==> src/rtl/console_txarb.sv <==
// console_txarb: two-requester console character arbiter.
// Requester A (debug/hexbus) and requester B (CPU console) share one console
// transmitter. A grant is held for a whole line and released after the
// newline (7'h0a) is accepted. Ties in IDLE go round-robin.
// Optional feature: define CONSOLE_TXARB_TIMEOUT_EN to add an idle-release
// counter of LGTIMEOUT bits. With it, a grant whose owner has kept stb low for
// 2^LGTIMEOUT-1 cycles is dropped.
module console_txarb #(
  parameter int unsigned LGTIMEOUT = 10
) (
  input  logic       i_clk,
  input  logic       i_rst,
  input  logic       i_a_stb,
  input  logic [6:0] i_a_data,
  output logic       o_a_busy,
  input  logic       i_b_stb,
  input  logic [6:0] i_b_data,
  output logic       o_b_busy,
  output logic       o_console_stb,
  output logic [6:0] o_console_data,
  input  logic       i_console_busy,
  output logic [1:0] o_grant
);

  typedef enum logic [1:0] {
    IDLE  = 2'b00,
    GNT_A = 2'b01,
    GNT_B = 2'b10
  } state_t;

  state_t state_q, state_d;
  logic   last_b_q, last_b_d;   // 1: B was the most recent grantee
  logic   accept;
  logic   newline;
  logic   tmo_fire;

  // Grant encoding equals the state encoding, so o_grant comes straight from the register
  assign o_grant = state_q;

  // Steer the granted requester to the console; everyone else sees busy
  always_comb begin
    o_console_stb  = 1'b0;
    o_console_data = '0;
    o_a_busy       = 1'b1;
    o_b_busy       = 1'b1;
    unique case (state_q)
      GNT_A: begin
        o_console_stb  = i_a_stb;
        o_console_data = i_a_data;
        o_a_busy       = i_console_busy;
      end
      GNT_B: begin
        o_console_stb  = i_b_stb;
        o_console_data = i_b_data;
        o_b_busy       = i_console_busy;
      end
      default: ;
    endcase
  end

  assign accept  = o_console_stb && !i_console_busy;
  assign newline = accept && (o_console_data == 7'h0a);

`ifdef CONSOLE_TXARB_TIMEOUT_EN
  logic [LGTIMEOUT-1:0] tmo_q, tmo_d, tmo_inc;

  assign tmo_inc = tmo_q + LGTIMEOUT'(1);

  // Count granted cycles with the owner's stb low; fire when the count reaches all-ones
  always_comb begin
    tmo_d    = '0;
    tmo_fire = 1'b0;
    if (state_q != IDLE && !o_console_stb) begin
      if (&tmo_inc) begin
        tmo_fire = 1'b1;
      end else begin
        tmo_d = tmo_inc;
      end
    end
  end

  // Idle-release counter register
  always_ff @(posedge i_clk) begin
    if (i_rst) begin
      tmo_q <= '0;
    end else begin
      tmo_q <= tmo_d;
    end
  end
`else
  assign tmo_fire = 1'b0;
`endif

  // Arbitration and release decisions
  always_comb begin
    state_d  = state_q;
    last_b_d = last_b_q;
    unique case (state_q)
      IDLE: begin
        if (i_a_stb && i_b_stb) begin
          state_d = last_b_q ? GNT_A : GNT_B;
        end else if (i_a_stb) begin
          state_d = GNT_A;
        end else if (i_b_stb) begin
          state_d = GNT_B;
        end
        if (state_d != IDLE) begin
          last_b_d = (state_d == GNT_B);
        end
      end
      GNT_A, GNT_B: begin
        // Newline needs stb high and the timeout needs stb low, so they never coincide
        if (newline || tmo_fire) begin
          state_d = IDLE;
        end
      end
      default: state_d = IDLE;
    endcase
  end

  // State and round-robin history; reset favours A on the first tie
  always_ff @(posedge i_clk) begin
    if (i_rst) begin
      state_q  <= IDLE;
      last_b_q <= 1'b1;
    end else begin
      state_q  <= state_d;
      last_b_q <= last_b_d;
    end
  end

endmodule
==> config.mk <==
export PLATFORM = sky130hd
export DESIGN_NAME = console_txarb
export DESIGN_NICKNAME = d
export VERILOG_FILES = /design/src/rtl/console_txarb.sv
export SDC_FILE = /design/constraint.sdc
export NUM_CORES = 1
export LEC_CHECK = 0
export BUFFER_PORTS_ARGS = -buffer_cell sky130_fd_sc_hd__buf_2
export CORE_AREA = 5 5 42 44
export DETAILED_ROUTE_END_ITERATION = 10
export DIE_AREA = 0 0 47 49
export PLACE_DENSITY_LB_ADDON = 0.2
export REMOVE_ABC_BUFFERS = 1
export SLEW_MARGIN = 20
export SYNTH_ARGS = -nofsm -noshare
export SYNTH_HDL_FRONTEND = slang
export SYNTH_SLANG_ARGS = --single-unit
==> constraint.sdc <==
create_clock -name i_clk -period 2.8 [get_ports i_clk]
set_clock_uncertainty 0.05 [all_clocks]
set_input_delay 0.56 -clock i_clk [delete_from_list [all_inputs] [get_ports i_clk]]
set_output_delay 0.56 -clock i_clk [all_outputs]
set_load 0.05 [all_outputs]
==> flow_summary.toml <==
[outcome]
outcome = "finished clean"

[cts]
number_of_buffers_inserted_for_hold_repair_after_clock_tree_synthesis = 0
cts_inserted_buffers = 3
cts.root.buffer_cell = "sky130_fd_sc_hd__clkbuf_4"
clk_transition_reported_paths_ns = 0.04
cts_tree = "built"
cts.repair.resized = 0
postCtsSetupRepairBufs = 0
clock_tree_sinks = 3
worstSkewPairLatency_ns = 0.24
clk_path_buf_depth = 2
htreeDepth = 1

[floorplanning]
start_util_pct = 31.61
die_h_um = 49
boundaryPins = 31
floorplan.die_area_um2 = 2303
chipWidth_um = 47
core.rowCount = 14
coreArea_um2 = 1401

[place]
number_of_i_o_port_buffers = 30
gp_routability_congestion = 0.7957
detailed_place_hpwl_um = 1090
pre_cts_setup_slack_ns = 0.6376

[power]
clock_power_share_pct = 12.3
power.ir.vdd_worst_uv = 403.7
power_density_nw_per_um2 = 992.1
p_leak_uw = 0.0002931
netSwitchingFraction_pct = 55.66
switching_power_uw = 352.3
power.internal_uw = 280.7
p_comb_share_pct = 75.2
pwr-share-seq_pct = 12.5

[synth]
post_synth_and_or_nand_nor_area_fraction_pct = 33.62
synthXorXnorAreaFrac_pct = 0
ys_seq_area_share_pct = 13.56
synth_top_family_by_area = "compound AO/OA/AOI/OAI gates"
synth_compound_gate_area_share_pct = 37.29
syn_avg_cell_area_um2 = 7.637
synth_adder_area_share_pct = 8.475
netlist_instances = 58
synth.area.mux_share_pct = 0
yosys.cell_types.count = 30
synth-seq-cells = 3
synth_area_um2 = 442.9
yosysWarningCount = 0

[route]
count_of_routing_violations_after_the_opening_detailed_route_iteration = 6
finalWirelength_um = 1311
drt.antenna.violating_nets = 0
via_count = 574
routed_via_density = 5.364
dr.pass1.iters = 4
drc = 0
detail_route.wl_per_cell_um = 12.25

[global_route]
grt_pass1_wl_um = 1932
first_global_vias = 490
grt_max_degree = 14
antenna_found_initial = 0
grtUsageMet3_pct = 2.214
groute.layer.met1.usage_pct = 13.41
grt_most_used_layer = "met2"
grtUsageMet2_pct = 17.19
grt.total_usage_pct = 11.13
grt.overflow.total = 0

[sta]
max-slew-margin-rel_pct = 77.87
timing.final.max_slew_violations = 0
unrepaired_setup_endpoints_after_global_routing = "no"
final_min_period_over_clock_period_pct = 81.06
worst_slew_pin_slew_ns = 0.3320
setup_violators_final = 0
final_hold_fails = 0
achievable-frequency_ghz = 0.4406
post-route-worst-setup-slack_ns = 0.5302
period_minus_slack_ns = 2.270
tns_setup_ns = 0

[setup_path]
reg2regPathDepth = 6
worst-setup-path-type = "register to primary output"
worst_path_max_delay_cell = "sky130_fd_sc_hd__ha_1"
worstPathArrival_ns = 1.66
crit-reg2reg-launch = "o_grant[0]$_SDFFE_PP0P_"
timing.critical_path.required_ns = 2.19
critical_path.reg2reg.endpoint = "o_grant[1]$_SDFFE_PP0P_"
cp_cell_sequence = "inv_1 -> ha_1 -> and2_2 -> buf_2"
r2r_setup_slack_ns = 0.63
crit_path_max_fanout = 13
worstSetupEndpointType = "primary output"
critical_path_buf_inv_count = 2
critPathTopFamily = "adder cells"
timing.critical_path.from_type = "register"
crit_path_max_incr_delay_ns = 0.49

[finish]
synthToLayoutAreaGrowth_pct = 44.07
post_route_cells_drive_above_1_share_pct = 40.66
antenna_cells = 0
nets = 114
fillers = 172

[min_path]
timing.hold.worst.class = "register to register"
holdPathEnd = "last_b_q$_SDFFE_PP1P_"
min_from = "last_b_q$_SDFFE_PP1P_"
min_delay_path_depth = 2

[run]
max_cap_viol_count = 0
## worst max-delay path by stage
stage	from	endpoint	slack, ns	cells past startpoint
2_1_floorplan	o_grant[0]$_SDFFE_PP0P_	o_console_data[2]	0.21	3
3_3_place_gp	o_grant[1]$_SDFFE_PP0P_	o_grant[1]$_SDFFE_PP0P_	0.66	6
3_5_place_dp	o_grant[0]$_SDFFE_PP0P_	o_grant[1]$_SDFFE_PP0P_	0.64	6
4_1_cts	o_grant[1]$_SDFFE_PP0P_	o_console_data[0]	0.51	4
5_1_grt	o_grant[1]$_SDFFE_PP0P_	o_console_data[0]	0.40	4
6_report	o_grant[1]$_SDFFE_PP0P_	o_console_data[0]	0.53	4
## cell families (layout without fill, tap and decap cells)
group	after synthesis	after routing
flip-flops	3	3
AO/OA/AOI/OAI	22	22
buffers and inverters	7	40
adder cells (fa/ha/maj)	3	3
AND/OR/NAND/NOR	23	23
## Yosys cell counts
cell type                   count  area [µm²]
sky130_fd_sc_hd__nand4bb_1      1       11.26
sky130_fd_sc_hd__nand2_1        1       3.750
sky130_fd_sc_hd__a22o_1         1       8.760
sky130_fd_sc_hd__buf_4          1       7.510
sky130_fd_sc_hd__nand3_1        2       10.01
sky130_fd_sc_hd__o2bb2a_1       1       10.01
sky130_fd_sc_hd__buf_2          1       5.000
sky130_fd_sc_hd__nor2b_1        8       50.05
sky130_fd_sc_hd__dfxtp_1        3       60.06
sky130_fd_sc_hd__and2_2         1       7.510
sky130_fd_sc_hd__nand2b_1       2       12.51
sky130_fd_sc_hd__o32a_1         1       10.01
sky130_fd_sc_hd__nand3b_1       1       7.510
sky130_fd_sc_hd__inv_1          4       15.01
sky130_fd_sc_hd__o41ai_1        1       8.760
sky130_fd_sc_hd__a21oi_1        2       10.01
sky130_fd_sc_hd__a22oi_1        7       52.55
sky130_fd_sc_hd__a32o_1         1       10.01
sky130_fd_sc_hd__a211oi_1       1       7.510
sky130_fd_sc_hd__ha_1           3       37.54
sky130_fd_sc_hd__a21boi_0       1       7.510
sky130_fd_sc_hd__clkbuf_1       1       3.750
sky130_fd_sc_hd__nor4_1         1       6.260
sky130_fd_sc_hd__or4b_1         1       10.01
sky130_fd_sc_hd__o211ai_1       3       22.52
sky130_fd_sc_hd__and2b_1        1       7.510
sky130_fd_sc_hd__o21bai_1       1       7.510
sky130_fd_sc_hd__or4_4          1       11.26
sky130_fd_sc_hd__nor2_1         3       11.26
sky130_fd_sc_hd__o21ai_0        2       10.01
## power by group through the flow
stage	Clock (µW)	Sequential, µW	Combinational, µW
6_report	78.1	79.0	476
5_1_grt	84.3	81.9	514
4_1_cts	80.1	79.1	481
3_5_place_dp	0	79.7	479
3_3_place_gp	0	79.6	481
2_1_floorplan	0	116	323
## per-layer routing
metal,share of wire [%],wire [µm],up-vias
li1,-,-,289
met2,45,589,26
met1,40,529,257
met5,0,0,-
met4,1.4,19,0
met3,13,172,2
## flip-flops by register name, indices dropped and copies added, names as in the netlist
name,count
last_b_q,1
o_grant,2
## worst min-delay path, stage by stage, from the launching register on
cell and delay [ns]:
sky130_fd_sc_hd__dfxtp_1 0.31, sky130_fd_sc_hd__nor2b_1 0.09, sky130_fd_sc_hd__o21ai_0 0.07
## stage by stage
stage / utilization, % / total power, µW / hold WS, ns / cells / instance area [µm²]
after floorplan: - / 438.7 / 0.4492 / 55 / 426.7
after global placement: 43.66 / 560.3 / 0.4766 / 103 / 611.8
after detailed placement: 43.66 / 559.0 / 0.4773 / 103 / 611.8
after CTS: 45.54 / 639.8 / 0.4895 / 107 / 638.1
after global routing: 45.54 / 680.0 / 0.5112 / 107 / 638.1
final: 45.54 / 633.1 / 0.4871 / 107 / 638.1
## area by class of cell
cell class	count	area (µm²)	share of cell area, %
multi-input combinational	48	351.6	55.10
timing repair buffer	32	165.2	25.88
sequential	3	60.06	9.412
clock buffer	4	26.28	4.118
tap	16	20.02	3.137
inverter	4	15.01	2.353
## cell usage in the layout (no fill, tap or decap), types with 2 or more instances in the layout
| master | Yosys | final |
|---|---|---|
| sky130_fd_sc_hd__inv_1 | 4 | 4 |
| sky130_fd_sc_hd__o211ai_1 | 3 | 3 |
| sky130_fd_sc_hd__nand2b_1 | 2 | 2 |
| sky130_fd_sc_hd__nor2_1 | 3 | 3 |
| sky130_fd_sc_hd__o21ai_0 | 2 | 2 |
| sky130_fd_sc_hd__buf_4 | 1 | 2 |
| sky130_fd_sc_hd__clkbuf_4 | 0 | 3 |
| sky130_fd_sc_hd__a21oi_1 | 2 | 2 |
| sky130_fd_sc_hd__buf_2 | 1 | 30 |
| sky130_fd_sc_hd__nor2b_1 | 8 | 8 |
| sky130_fd_sc_hd__ha_1 | 3 | 3 |
| sky130_fd_sc_hd__dfxtp_1 | 3 | 3 |
| sky130_fd_sc_hd__a22oi_1 | 7 | 7 |
| sky130_fd_sc_hd__nand3_1 | 2 | 2 |
No activity file was read; power rests on OpenSTA's default activity.
